==> config.mk <==
export PLATFORM = sky130hd
export DESIGN_NAME = fetch_stage
export DESIGN_NICKNAME = d
export VERILOG_FILES = /design/src/rtl/cpu_pkg.sv /design/src/rtl/fetch_fifo.sv /design/src/rtl/fetch_stage.sv
export SDC_FILE = /design/constraint.sdc
export NUM_CORES = 1
export LEC_CHECK = 0
export CAP_MARGIN = 20
export CORE_ASPECT_RATIO = 0.5
export CORE_MARGIN = 2
export CORE_UTILIZATION = 26
export CTS_CLUSTER_SIZE = 12
export DETAILED_ROUTE_END_ITERATION = 12
export GPL_TIMING_DRIVEN = 0
export SLEW_MARGIN = 25
export SYNTH_ARGS = -nofsm -noshare
export SYNTH_HDL_FRONTEND = slang
export SYNTH_HIERARCHICAL = 1
export SYNTH_SLANG_ARGS = --single-unit
==> constraint.sdc <==
create_clock -name clk -period 4 [get_ports clk]
set_input_delay 0.6 -clock clk [delete_from_list [all_inputs] [get_ports clk]]
set_output_delay 0.6 -clock clk [all_outputs]
set_load 0.05 [all_outputs]
==> src/rtl/cpu_pkg.sv <==
// Shared CPU types: instruction/PC words, opcode field positions and the fetch FSM encoding.
package cpu_pkg;

  localparam int unsigned INSTR_BITS = 16;
  localparam int unsigned PC_BITS    = 8;

  typedef logic [INSTR_BITS-1:0] instr_t;
  typedef logic [PC_BITS-1:0]    pc_t;

  localparam int unsigned OPC_MSB = 15;
  localparam int unsigned OPC_LSB = 13;

  localparam instr_t NOP = 16'h0000;

  typedef enum logic [1:0] {
    IDLE = 2'd0,
    WAIT = 2'd1,
    DROP = 2'd2
  } fetch_state_e;

endpackage

==> src/rtl/fetch_fifo.sv <==
// Synchronous prefetch FIFO; flush has priority over push and pop.
module fetch_fifo
  import cpu_pkg::*;
#(
  parameter int unsigned WIDTH = 24,
  parameter int unsigned DEPTH = 2
) (
  input  logic                         clk,
  input  logic                         reset,
  input  logic                         push,
  input  logic                         pop,
  input  logic                         flush,
  input  logic [WIDTH-1:0]             wrData,
  output logic [WIDTH-1:0]             rdData,
  output logic                         empty,
  output logic [$clog2(DEPTH+1)-1:0]   count
);

  localparam int unsigned AW = $clog2(DEPTH);
  localparam int unsigned CW = $clog2(DEPTH+1);

  logic [WIDTH-1:0] mem [DEPTH];
  logic [AW-1:0]    wrPtr;
  logic [AW-1:0]    rdPtr;
  logic             full;
  logic             doPush;
  logic             doPop;

  assign empty  = (count == '0);
  assign full   = (count == CW'(DEPTH));
  assign doPop  = pop & ~empty;
  // A full FIFO accepts a push when the head leaves in the same cycle.
  assign doPush = push & (~full | doPop);
  assign rdData = mem[rdPtr];

  always_ff @(posedge clk) begin
    if (reset || flush) begin
      wrPtr <= '0;
      rdPtr <= '0;
      count <= '0;
    end else begin
      if (doPush) wrPtr <= wrPtr + 1'b1;
      if (doPop)  rdPtr <= rdPtr + 1'b1;
      case ({doPush, doPop})
        2'b10:   count <= count + 1'b1;
        2'b01:   count <= count - 1'b1;
        default: count <= count;
      endcase
    end
  end

  always_ff @(posedge clk) begin
    if (!reset && !flush && doPush) mem[wrPtr] <= wrData;
  end

endmodule

==> src/rtl/fetch_stage.sv <==
// Instruction fetch: PC, single-outstanding imem req/ack handshake, prefetch FIFO and branch redirect.
module fetch_stage
  import cpu_pkg::*;
#(
  parameter int unsigned     PC_W       = 8,
  parameter int unsigned     INSTR_W    = 16,
  parameter int unsigned     FIFO_DEPTH = 2,
  parameter logic [PC_W-1:0] RESET_PC   = '0
) (
  input  logic               clk,
  input  logic               reset,
  output logic               imem_req,
  output logic [PC_W-1:0]    imem_addr,
  input  logic               imem_ack,
  input  logic [INSTR_W-1:0] imem_rdata,
  input  logic               br_taken,
  input  logic [PC_W-1:0]    br_target,
  input  logic               stall,
  output logic               instr_valid,
  output logic [INSTR_W-1:0] instr,
  output logic [PC_W-1:0]    instr_pc
);

  localparam int unsigned CW = $clog2(FIFO_DEPTH+1);
  localparam int unsigned EW = PC_W + INSTR_W;

  fetch_state_e     state;
  fetch_state_e     nextState;
  logic [PC_W-1:0]  fetchPc;
  logic [PC_W-1:0]  heldAddr;
  logic [CW-1:0]    fifoCount;
  logic [CW-1:0]    countAfterPop;
  logic             fifoEmpty;
  logic [EW-1:0]    headEntry;
  logic             pop;
  logic             push;
  logic             space;
  logic             accepted;

  fetch_fifo #(
    .WIDTH (EW),
    .DEPTH (FIFO_DEPTH)
  ) uFifo (
    .clk    (clk),
    .reset  (reset),
    .push   (push),
    .pop    (pop),
    .flush  (br_taken),
    .wrData ({fetchPc, imem_rdata}),
    .rdData (headEntry),
    .empty  (fifoEmpty),
    .count  (fifoCount)
  );

  assign pop           = ~fifoEmpty & ~stall;
  assign countAfterPop = fifoCount - CW'(pop);
  assign space         = (countAfterPop < CW'(FIFO_DEPTH));

  // heldAddr tracks the address on the bus so DROP can keep it stable after fetchPc is redirected.
  always_ff @(posedge clk) begin
    if (reset) begin
      state    <= IDLE;
      fetchPc  <= RESET_PC;
      heldAddr <= '0;
    end else begin
      state    <= nextState;
      heldAddr <= imem_addr;
      if (br_taken)  fetchPc <= br_target;
      else if (push) fetchPc <= fetchPc + 1'b1;
    end
  end

  always_comb begin
    nextState = state;
    if (br_taken) begin
      nextState = (imem_req && !imem_ack) ? DROP : IDLE;
    end else begin
      case (state)
        IDLE:    nextState = (imem_req && !imem_ack) ? WAIT : IDLE;
        WAIT:    nextState = imem_ack ? IDLE : WAIT;
        DROP:    nextState = imem_ack ? IDLE : DROP;
        default: nextState = IDLE;
      endcase
    end
  end

  always_comb begin
    imem_req = 1'b0;
    case (state)
      IDLE:       imem_req = space & ~br_taken & ~reset;
      WAIT, DROP: imem_req = ~reset;
      default:    imem_req = 1'b0;
    endcase
    imem_addr   = (state == DROP) ? heldAddr : fetchPc;
    accepted    = imem_req & imem_ack;
    push        = accepted & (state != DROP) & ~br_taken;
    instr_valid = ~fifoEmpty;
    instr       = fifoEmpty ? INSTR_W'(NOP) : headEntry[INSTR_W-1:0];
    instr_pc    = fifoEmpty ? '0 : headEntry[EW-1:INSTR_W];
  end

endmodule

# Word level (Yosys, flattened, before mapping)
# Memories as Yosys holds them, arrays and structs flattened. A register that Yosys moved wholly into a read port is not among the register bits.
# Cells that the tools add are included.
# totals
ff_bits	22
ram_bits	48
input_bits	29
output_inout_bits	34
wordCells	63
memories	1
# op_classes
add_sub_neg	6
magnitude_cmp	1
eq_ne	6
mux	17
bitwise_logic	14
n_reduce_logical	12
# memory_table
name	words	width	read_ports	rd_clocked_by_memory_dff	wr	line_no	rtl
uFifo.mem	2	24	1	1	1	fetch_fifo.sv:22	logic [WIDTH-1:0] mem [DEPTH];
# ops
operator	count
$mux 8	4
$mux 16	1
$add 8x1->8 const B	1
$and 1x1->1	8
$eq 2x2->1 const B	3
$mux 1	6
$mux 2	3
$pmux 2 s3	1
$not 1->1	5
$eq 2x1->1 const B	2
$logic_not 2->1	2
$pmux 2 s2	1
$reduce_bool 2->1	2
$logic_and 1x1->1	3
$logic_not 1->1	3
$add 1x1->1 const B	2
$add 2x1->2 const B	1
$lt 2x2->1 const B	1
$ne 2x2->1 const B	1
$pmux 1 s2	1
$reduce_or 2->1	1
$sub 2x1->2	1
$sub 2x1->2 const B	1
$logic_or 1x1->1	1
$or 1x1->1	1

# Logic depth before layout (Yosys ltp)
# Gate-level depths: netlist of run 1.
# logic_depth
ltp_word	15
mapped_depth	9
ltp_nobuf	8

# By module
# Netlist of run 1, hierarchy kept.
# by_module_without_submodules
module	instances	cells_each	area_per_inst_um2	seq_area_each_um2
fetch_fifo	1	103	1974.4	1541.5
fetch_stage	1	136	1193.6	360.3

# Worst setup path after synthesis of run 1
# OpenSTA, ideal clock, no wires.
# synth_path
path_kind	register to register
start	reg uFifo.count[1]
end	mem uFifo.mem[1][0], enable pin
arrival_ns	2.384
slack_ns	1.257
stages_incl_launch_ff	8
synth_period_minus_slack_ns	2.743
path_cell_list	dfxtp_1 nor2_1 buf_6 o31ai_2 a32oi_4 buf_6 nor3_1 and4_2
# synth_between
elab_chain_cells	15
# synth_lines
item	line_no	rtl
from (decl)	fetch_fifo.sv:16	output logic [$clog2(DEPTH+1)-1:0] count
from (signal assigned)	fetch_fifo.sv:45	2'b10: count <= count + 1'b1;
from (signal assigned)	fetch_fifo.sv:46	2'b01: count <= count - 1'b1;
from (signal assigned)	fetch_fifo.sv:47	default: count <= count;
$logic_not 2->1	fetch_fifo.sv:29	assign empty = (count == '0);
net fifoEmpty	fetch_stage.sv:33	logic fifoEmpty;
$not 1->1	fetch_stage.sv:55	assign pop = ~fifoEmpty & ~stall;
$and 1x1->1	fetch_stage.sv:55	
$sub 2x1->2	fetch_stage.sv:56	assign countAfterPop = fifoCount - CW'(pop);
$lt 2x2->1	fetch_stage.sv:57	assign space = (countAfterPop < CW'(FIFO_DEPTH));
$and 1x1->1 (2 in a row)	fetch_stage.sv:90	IDLE: imem_req = space & ~br_taken & ~reset;
$pmux 1 s2	fetch_stage.sv:89	case (state)
$and 1x1->1	fetch_stage.sv:95	accepted = imem_req & imem_ack;
$and 1x1->1 (2 in a row)	fetch_stage.sv:96	push = accepted & (state != DROP) & ~br_taken;
net push	fetch_stage.sv:36	logic push;
$and 1x1->1	fetch_fifo.sv:33	assign doPush = push & (~full | doPop);
$logic_and 1x1->1	fetch_fifo.sv:53	if (!reset && !flush && doPush) mem[wrPtr] <= wrData;
$mux 1	fetch_fifo.sv:53	
$mux 1 (implied by the code)	fetch_fifo.sv:53	
to (decl)	fetch_fifo.sv:22	
# The timed path passes the listed nets, and every way through them passes these cells.

# Worst setup path in the final report of run 1
# layout_path
start	in reset
end	mem uFifo.mem[1][17], enable pin
# layout_between
elab_chain_cells	10
# layout_lines
item	line_no	rtl
from (decl)	fetch_stage.sv:11	input logic reset,
$not 1->1 *	fetch_stage.sv:90, fetch_stage.sv:91	
$and 1x1->1	fetch_stage.sv:90	
$pmux 1 s2 *	fetch_stage.sv:89	
$and 1x1->1 *	fetch_stage.sv:95	
$and 1x1->1 * (2 in a row)	fetch_stage.sv:96	
net push	fetch_stage.sv:36	
$and 1x1->1 *	fetch_fifo.sv:33	
$logic_and 1x1->1 *	fetch_fifo.sv:53	
$mux 1 *	fetch_fifo.sv:53	
$mux 1 (implied by the code) *	fetch_fifo.sv:53	
# Mark *: on every way through the listed nets, which the timed path passes. The rest lies on a longest branch.

==> results.md, run 1 <==
- Once layout is done, the placed cells without fillers occupy roughly 4300 um^2.
- The total number of vias is around 2000.
- Compared with the post-synthesis result, the final layout area differs by 37.2%.
- The total clock buffers created by CTS is 9.
- The number of distinct standard cells referenced by the synthesized netlist is 45.
- The initial core utilization is 0.268.
- The sequential cell area is 1900 um^2.
- The synthesized instance count is around 240.
- Counting flops with an async set or reset pin after synthesis yields a share of 0.
- The critical path starts at reset.
- The hold violation total from the final report is 0.
- The die outline width is 160 um.
- Measured in cells, the most critical reg-to-reg path has a length of 7.
- The number of antenna violations at the first check in global routing was 0.
- Setup repair after global routing left no endpoint under its margin.
- Dividing the detail-routed wire length by the instance count gives 13.5 um.
- The core region is between 10000 and 15000 um^2.
- The worst register-to-register path begins at uFifo/count[1].
- The standby leakage power is 1.48 nW.
- The final worst hold slack is 0.541 ns.
- For this run the aggregate overflow at the end of global routing stands at 0.
- The path class of the tightest hold or removal check is reg2reg.
- The synthesized design contains between 70 and 80 register bits.
- The number of nets in the finished design is 346.
- Routability-driven placement finished with a final weighted congestion of 0.787.
- Entering global routing, the biggest net connects 26 pins.
- The number of port buffers is 62.
- The clock tree from TritonCTS is yes.
- After detailed routing, the number of vias per cell comes to 4.26.
- The routed design has 6.53 mm of wire.
- After clock tree synthesis, the clock-pin slew on the worst setup and hold paths is approximately 0.06 ns.
- The worst setup slack for register-to-register paths is 0.61 ns.
- The number of synthesis warnings is 6.
- In this run the cell area measured after placement is 4000 um^2.
- On the final layout, the worst clock skew is roughly 0.0075 ns.
- The clock sink count is 71.
- The endpoint of the worst setup timing path is uFifo/mem[1][17].
- The buffers inserted during post-CTS setup optimization is 0.
- The power density over cell area is around 430 nW/um^2.
- No sink is reached through more buffers than the 2 on the longest clock path.
- In the synthesized netlist the dominant register cell turns out to be edfxtp_1.
- The tree is rooted in a clkbuf_16.
- The multi-input gate area in the final layout is between 1000 and 1500 um^2.
- In this run the vertical extent of the chip is roughly 80 um.
- Setup violations remaining at the end of the flow were counted as 0.
- The mapped netlist covers 3170 um^2.
- Once layout is complete, the utilization of the core stands at 0.367.
- The final-layout setup total negative slack is 0 ns.
- The proportion of layout cells with a drive suffix above 1 is 0.196.
- The number of hold buffers added after CTS was 0.
- The first global-routing pass estimated 10.5 mm of wire.
- The worst voltage drop across the vdd grid is 213 uV.
- The number of nets produced by synthesis is 273.
- The clock period could shrink to 3.59 ns.
- Dividing the synthesized area by the synthesized cell count gives 13.3 um^2.
- The flow ran to the end, and the final reports show no timing, DRC or antenna violations.
- The detailed router finished its first iteration with 117 violations.
- The count of TritonRoute iterations in the first routing pass is 4.
- Data arrives at the worst endpoint at 3.55 ns.
- The number of enable-type register cells in the synthesized netlist is 48.
- The full die area is about 13000 um^2.
- The clock insertion delay at the later pin of the skew report is between 0.3 and 0.4 ns.
- After clock tree synthesis, the repair step resized 0 gates.
- For the worst setup path, the data required time is between 3 and 4 ns.
- The repair_antennas step left the layout with diodes totalling 0.
- Derived from the worst setup path, the maximum achievable clock frequency is 278 MHz.
- The number of global-route vias before repair came to 2039.
- The initialized floorplan defines 28 standard-cell rows.
- The deepest level of the CTS H-tree is 3.
- The post-route DRC violation count is 0.
- The total of max-cap violations is 0.
- The pre-CTS worst setup slack is around 0.056 ns.
- The number of inserted filler cells in the final layout is roughly 1200.
- The worst setup margin is 0.407 ns.
- The sequential cell area fraction in the yosys report is 0.600.
- The final critical-path share of the clock period is 0.898.
- The sort of element at the end of the critical path is a flop.
- The number of placed I/O pins is 63.
- The max-slew violation total from the final report came to 0.
- The startpoint type of the worst setup path is an input pin.
- The endpoint of the worst-slack reg-to-reg timing path is uFifo/mem[1][17].
- The remaining antenna violation count after routing is 0.
- Headroom to the max-slew limit came out at 0.503.
- At the pin with the least slew margin, the transition time is 0.740 ns.
- The critical path is of the in2reg type.
- Detailed placement ended at an HPWL of about 4.5 mm.
- The global-route total usage across every layer is 0.104.
- The highest fanout seen on the critical path is 24.
-- cell usage after synthesis (all sizes together), types with 4 or more instances --
cell / instances / area [um^2]
nand2: 5 / 18.8
and2b: 4 / 30.0
mux2: 32 / 360
edfxtp: 48 / 1440
inv: 7 / 26.3
clkbuf: 7 / 26.3
nor2b: 23 / 144
dfxtp: 23 / 460
and2: 9 / 56.3
o21ai: 11 / 58.8
ha: 5 / 62.6
nand4: 4 / 25.0
nor3: 7 / 35.0
buf: 4 / 32.5
nor2: 12 / 45.0
-- area by class of cell --
type / count / share of cell area
timing repair buffer: 62 / 0.143
inverter: 7 / 0.00604
buffer: 11 / 0.0135
multi-input combinational: 150 / 0.272
clock buffer: 9 / 0.0518
sequential: 71 / 0.437
clock inverter: 7 / 0.0294
tap: 165 / 0.0475
-- metrics by stage --
step                std cells  total power, mW
finish                    482             1.88
floorplan                 239            0.905
global placement          466            0.971
global route              482             1.94
detailed placement        466            0.972
CTS                       482             1.90
-- critical path, cell delays in order --
cell             delay [ns]
clkdlybuf4s50_1        0.64
nor4b_2                0.45
a32oi_4                0.22
buf_6                  0.21
nor3_1                 0.61
and4_2                 0.80
-- cell usage in the layout, fill, tap and decap left out, types with 4 or more instances in the layout --
cell type / Yosys / layout
and2_1: 9 / 9
and2b_1: 4 / 4
clkbuf_1: 7 / 7
clkbuf_16: 0 / 9
clkdlybuf4s50_1: 0 / 62
dfxtp_1: 23 / 23
edfxtp_1: 48 / 48
ha_1: 5 / 5
inv_1: 6 / 6
mux2_2: 32 / 32
nand2_1: 5 / 5
nand4_1: 4 / 4
nor2_1: 12 / 12
nor2b_1: 23 / 23
nor3_1: 7 / 7
o21ai_0: 7 / 7
-- layer usage --
metal,track usage,routed length [um],vias to the layer above
li1,-,-,1037
met1,0.122,2950,987
met2,0.189,3330,21
met3,0.0293,192,6
met4,0.0324,59,0
met5,0,0,-
-- cell families (layout without fill, tap and decap cells) --
kind of cell | Yosys count | after routing | share of synthesized area
adder cells (fa/ha/maj) | 5 | 5 | 0.0197
buffers and inverters | 18 | 96 | 0.0269
flip-flops | 71 | 71 | 0.600
multiplexers | 33 | 33 | 0.117
XOR/XNOR | 1 | 1 | 0.00277
AO/OA/AOI/OAI | 29 | 29 | 0.0754
AND/OR/NAND/NOR | 82 | 82 | 0.158
-- sequential cells by signal, summed over array words and instances (netlist names), named ones only --
name         cells
uFifo/mem       48
fetchPc          8
heldAddr         8
state            2
uFifo/count      2
uFifo/rdPtr      1
uFifo/wrPtr      1
-- worst min path at each step --
stage               depth (start not counted)                to        from
floorplan                                   0  uFifo/mem[0][23]  fetchPc[7]
global placement                            0  uFifo/mem[0][23]  fetchPc[7]
detailed placement                          0  uFifo/mem[0][23]  fetchPc[7]
global route                                0  uFifo/mem[0][23]  fetchPc[7]
CTS                                         0  uFifo/mem[0][23]  fetchPc[7]
finish                                      0  uFifo/mem[0][23]  fetchPc[7]
-- power breakdown --
| part | switching, mW | internal [mW] | total (mW) |
|---|---|---|---|
| registers | 0.0141 | 0.796 | 0.810 |
| clock network | 0.307 | 0.618 | 0.925 |
| logic | 0.0789 | 0.0663 | 0.145 |
(Power assumes the default switching activity.)
==> run 2, diff against run 1 <==
Settings changed: SYNTH_HIERARCHICAL 1 to not set.
==> run 2 against run 1 <==
  * Non-clock buffer count increased by 4
  * Critical path depth is 1 lower
  * Count of clock-buffer cells in the layout is 1 higher
  * Core utilization is 0.84 points higher
  * Final area down 3.1%
  * First-iteration DRC count rose by 18%
  * Via count grew 0.15%
  * Cell count down 1.2%
  * Clock power shrank 16%
  * Clock skew shrank 0.0022 ns
  * Largest cell class unchanged
==> results.md, run 2 <==
- Status: finished clean (unchanged).
- Setup repair after global routing missed its margin: false (unchanged).
- The area growth from synthesis to final layout came to 38.3% (was 37.2%).
- The most flop-heavy register is uFifo.mem (was uFifo/mem).
- The endpoint of the worst-slack reg-to-reg timing path is uFifo.mem[1][19] (was uFifo/mem[1][17]).
- The clock transition time at the flip-flop clock pins of the worst setup and hold paths is 0.05 ns (was 0.06 ns).
- The standby leakage power is 1.38 nW (was 1.48 nW).
- The max-slew violation total from the final report was 0 (unchanged).
- The root buffer cell was clkbuf_16 (unchanged).
- The switching portion of total power was 0.217 (was 0.213).
- The area inside the core boundary is 11200 um^2 (was 11800 um^2).
- The number of diodes added for antenna fixing was 0 (unchanged).
- The measured slew at the worst slew-check pin is 0.622 ns (was 0.740 ns).
- The number of distinct standard cells referenced by the synthesized netlist is 42 (was 45).
- The mean instance size in the synthesized netlist is 12.8 um^2 (was 13.3 um^2).
- The depth of the critical timing path with buffers and inverters included is 5 (was 6).
- The number of global-route vias before repair is 2040 (was 2039).
- The maximum number of buffers from clock root to sink came to 2 (unchanged).
- The total number of placement rows is 27 (was 28).
- The most used flip-flop cell after synthesis is edfxtp_1 (unchanged).
- The clock tree from TritonCTS is yes (unchanged).
- The startpoint of the worst-slack reg-to-reg timing path was state[0] (was uFifo/count[1]).
- The tightest slew margin relative to the limit is 0.584 (was 0.503).
- The core occupancy in the finished layout is 0.376 (was 0.367).
- The worst voltage drop across the vdd grid is 176 uV (was 213 uV).
- The worst setup path category is in2out (was in2reg).
- The number of enable-type register cells in the synthesized netlist is 48 (unchanged).
- The proportion of layout cells with a drive suffix above 1 is 0.117 (was 0.196).
- The full die area is 12700 um^2 (was 13100 um^2).
- The die outline width was 157 um (was 160 um).
- Top Registers: uFifo.mem x48, fetchPc x8, heldAddr x8 (was uFifo/mem x48, fetchPc x8, heldAddr x8).
- The post-synthesis register bit count is 71 (unchanged).
- The sequential cell area fraction in the yosys report came to 0.624 (was 0.600).
- The fraction of registers with async set or reset after synthesis is 0 (unchanged).
- The synthesized instance count came to 238 (was 239).
- The number of nets in the finished design is 346 (unchanged).
- The power density over cell area is 412 nW/um^2 (was 433 nW/um^2).
- The worst setup slack for register-to-register paths is 1.39 ns (was 0.61 ns).
- The final estimated routing congestion in global placement is 0.798 (was 0.787).
- The post-synthesis instance area is 3050 um^2 (was 3170 um^2).
- The data required time of the worst path came to 3.40 ns (was 3.95 ns).
- The critical-path cell with the highest stage delay is clkdlybuf4s50_1 (was and4_2).
- Top area cells in the synthesized netlist: edfxtp_1, dfxtp_1, mux2i_1 (was edfxtp_1, dfxtp_1, mux2_2).
- The number of placed I/O pins is 63 (unchanged).
- The global-route total usage across every layer is 0.105 (was 0.104).
- The total number of vias is 2054 (was 2051).
- The post-cts repair resize count is 0 (unchanged).
- The number of buffers added to fix hold violations after cts is 0 (unchanged).
- The remaining global-route overflow is 0 (unchanged).
- Critical Path, Cell by Cell: clkdlybuf4s50_1 -> nor3b_2 -> a31oi_4 -> inv_2 -> clkdlybuf4s50_1 (was clkdlybuf4s50_1 -> nor4b_2 -> a32oi_4 -> buf_6 -> nor3_1 -> and4_2).
- The biggest cell delay along the critical path is 0.82 ns (was 0.80 ns).
- Commonest non-fill, non-tap cells in the layout: clkdlybuf4s50_1, edfxtp_1, nor2_1 (was clkdlybuf4s50_1, edfxtp_1, mux2_2).
- Among the stages of the critical path, the cell type that occurs most often is clkdlybuf4s50_1.
- The deepest level of the CTS H-tree is 3 (unchanged).
- The number of inserted filler cells in the final layout came to 1108 (was 1173).
- The count of TritonRoute iterations in the first routing pass came to 4 (unchanged).
- The number of flip-flops in the largest register is 48 (unchanged).
- The sequential cell fraction of total power is 0.469 (was 0.431).
- The top cell family by delay on the critical path is buffers and inverters (was simple AND/OR/NAND/NOR gates).
- The worst setup skew after layout is 0.00525 ns (was 0.00749 ns).
- The worst setup path startpoint is reset (unchanged).
- The final routed wire length divided by cell count is 13.0 um (was 13.5 um).
- The worst hold path cell count is 2 (was 0).
- The total of max-cap violations was 0 (unchanged).
- The sort of element at the end of the critical path is a primary output (was flop).
- The number of cells on the worst reg-to-reg path is 7 (unchanged).
- The final critical-path share of the clock period is 0.809 (was 0.898).
- The number of antenna violations at the first check in global routing was 0 (unchanged).
- The pin count of the biggest net entering global routing is 22 (was 26).
- The worst setup margin came to 0.766 ns (was 0.407 ns).
- The achievable clock frequency is 309 MHz (was 278 MHz).
- The path category of the worst min-delay check was in2reg (was reg2reg).
- The post-route DRC violation count is 0 (unchanged).
- Most numerous cell types in the synthesized netlist: edfxtp_1, nor2_1, mux2i_1 (was edfxtp_1, mux2_2, dfxtp_1, nor2b_1, nor2_1).
- The detailed placer's ending HPWL was 4.49 mm (was 4.51 mm).
- The global-route wire length before repair is 10.0 mm (was 10.5 mm).
- The design internal power is 1.36 mW (was 1.48 mW).
- The buffers inserted during post-CTS setup optimization is 0 (unchanged).
- The clock sink count is 71 (unchanged).
- The pre-CTS worst setup slack is 0.767 ns (was 0.0563 ns).
- The share of total power in combinational logic is 0.085 (was 0.077).
- The detailed-route vias per instance is 4.32 (was 4.26).
- The number of synthesis warnings was 0 (was 6).
- The clock share of power is 0.447 (was 0.492).
- The post-route minimum period is 3.23 ns (was 3.59 ns).
- The count of final setup violators is 0 (unchanged).
- The endpoint of the worst setup timing path is imem_req (was uFifo/mem[1][17]).
- The critical path arrival was 2.63 ns (was 3.55 ns).
- The startpoint type of the worst setup path is an input pin (unchanged).
- The number of port buffers came to 61 (was 62).
- The number of buffer and inverter stages on the critical path is 3 (was 2).
- The hold violation total from the final report was 0 (unchanged).
- The total clock buffers created by CTS is 9 (unchanged).
- The final-layout setup total negative slack is 0 ns (unchanged).
- The total wire length after detailed routing is 6.20 mm (was 6.53 mm).
- The count of routing violations after the opening detailed-route iteration came to 138 (was 117).
- The highest fanout seen on the critical path came to 8 (was 24).
- The initial core utilization came to 0.272 (was 0.268).
- The power dissipated by switching net loads is 0.376 mW (was 0.400 mW).
- The die span in y was 80.5 um (was 82.1 um).
- The most used standard cell by instance count after synthesis is edfxtp_1 (unchanged).
- The cell accounting for the most synthesized area was edfxtp_1 (unchanged).
- The clock insertion delay at the later pin of the skew report is 0.32 ns (about the same).
- The number of nets produced by synthesis is 272 (was 273).
- The share of the synthesized area in the top cell type came to 0.473 (was 0.455).
- The most common library cell in the layout ignoring fill and taps is clkdlybuf4s50_1 (unchanged).
- The remaining antenna violation count after routing is 0 (unchanged).
==> run 2: cell count changes after synthesis, moves of 5 or more <==
| cell | before | now |
|---|---|---|
| a311oi_1 | 0 | 6 |
| and2_1 | 9 | 1 |
| mux2_2 | 32 | 7 |
| mux2i_1 | 1 | 26 |
| nor2_1 | 12 | 36 |
| nor2b_1 | 23 | 10 |
| or4_1 | 0 | 5 |
==> run 2: layer usage <==
metal	vias up	wire, um	track usage
met2	31	3110	0.182
li1	1040	-	-
met5	-	0	0
met4	0	104	0.0382
met3	7	249	0.0389
met1	976	2740	0.120
==> run 2: worst reg2reg max path, stage by stage (launching register included) <==
cell	delay, ns
dfxtp_1	0.35
inv_1	0.07
ha_1	0.27
nor3b_2	0.34
a21oi_1	0.06
or4_1	0.63
nor2_4	0.38
buf_8	0.22
==> run 2: how the worst min path moves through the flow <==
stage,from,to,slack (ns)
after floorplan,uFifo.wrPtr,uFifo.wrPtr,0.45
final,br_taken,uFifo.rdPtr,0.50
after CTS,br_taken,uFifo.rdPtr,0.49
after detailed placement,fetchPc[2],uFifo.mem[0][18],0.51
after global routing,br_taken,uFifo.rdPtr,0.50
after global placement,uFifo.wrPtr,uFifo.wrPtr,0.46
==> run 2: power by group through the flow <==
stage / Combinational [mW] / Sequential [mW] / Clock, mW
after detailed placement: 0.148 / 0.829 / 0
after floorplan: 0.0838 / 0.825 / 0
after global placement: 0.145 / 0.829 / 0
final: 0.147 / 0.814 / 0.776
after global routing: 0.159 / 0.816 / 0.828
after CTS: 0.149 / 0.814 / 0.794
==> run 2: area by class of cell <==
cell class | count | area (um^2) | share of cell area
Sequential cell | 71 | 1900 | 0.451
Multi-Input combinational cell | 145 | 1060 | 0.253
Timing Repair Buffer | 63 | 653 | 0.155
Clock buffer | 10 | 239 | 0.0567
Tap cell | 159 | 199 | 0.0472
Buffer | 14 | 65.1 | 0.0154
Clock inverter | 6 | 60.1 | 0.0143
Inverter | 8 | 30.0 | 0.00713
==> run 2: metrics by stage <==
stage,power (mW),hold WS (ns),cells,area [um^2]
final,1.74,0.500,476,4210
after global routing,1.80,0.501,476,4210
after CTS,1.76,0.495,476,4210
after detailed placement,0.977,0.509,460,3910
after global placement,0.973,0.457,458,3860
after floorplan,0.908,0.450,238,3050
==> run 2: cells by family after synthesis <==
kind of cell / synth area share
and+or+nand+nor: 0.136
DFF: 0.624
muxes: 0.111
AOI/OAI and AO/OA: 0.0743
buffers and inverters: 0.0312
adders and majority gates: 0.0205
xor gates and xnor gates: 0.00288
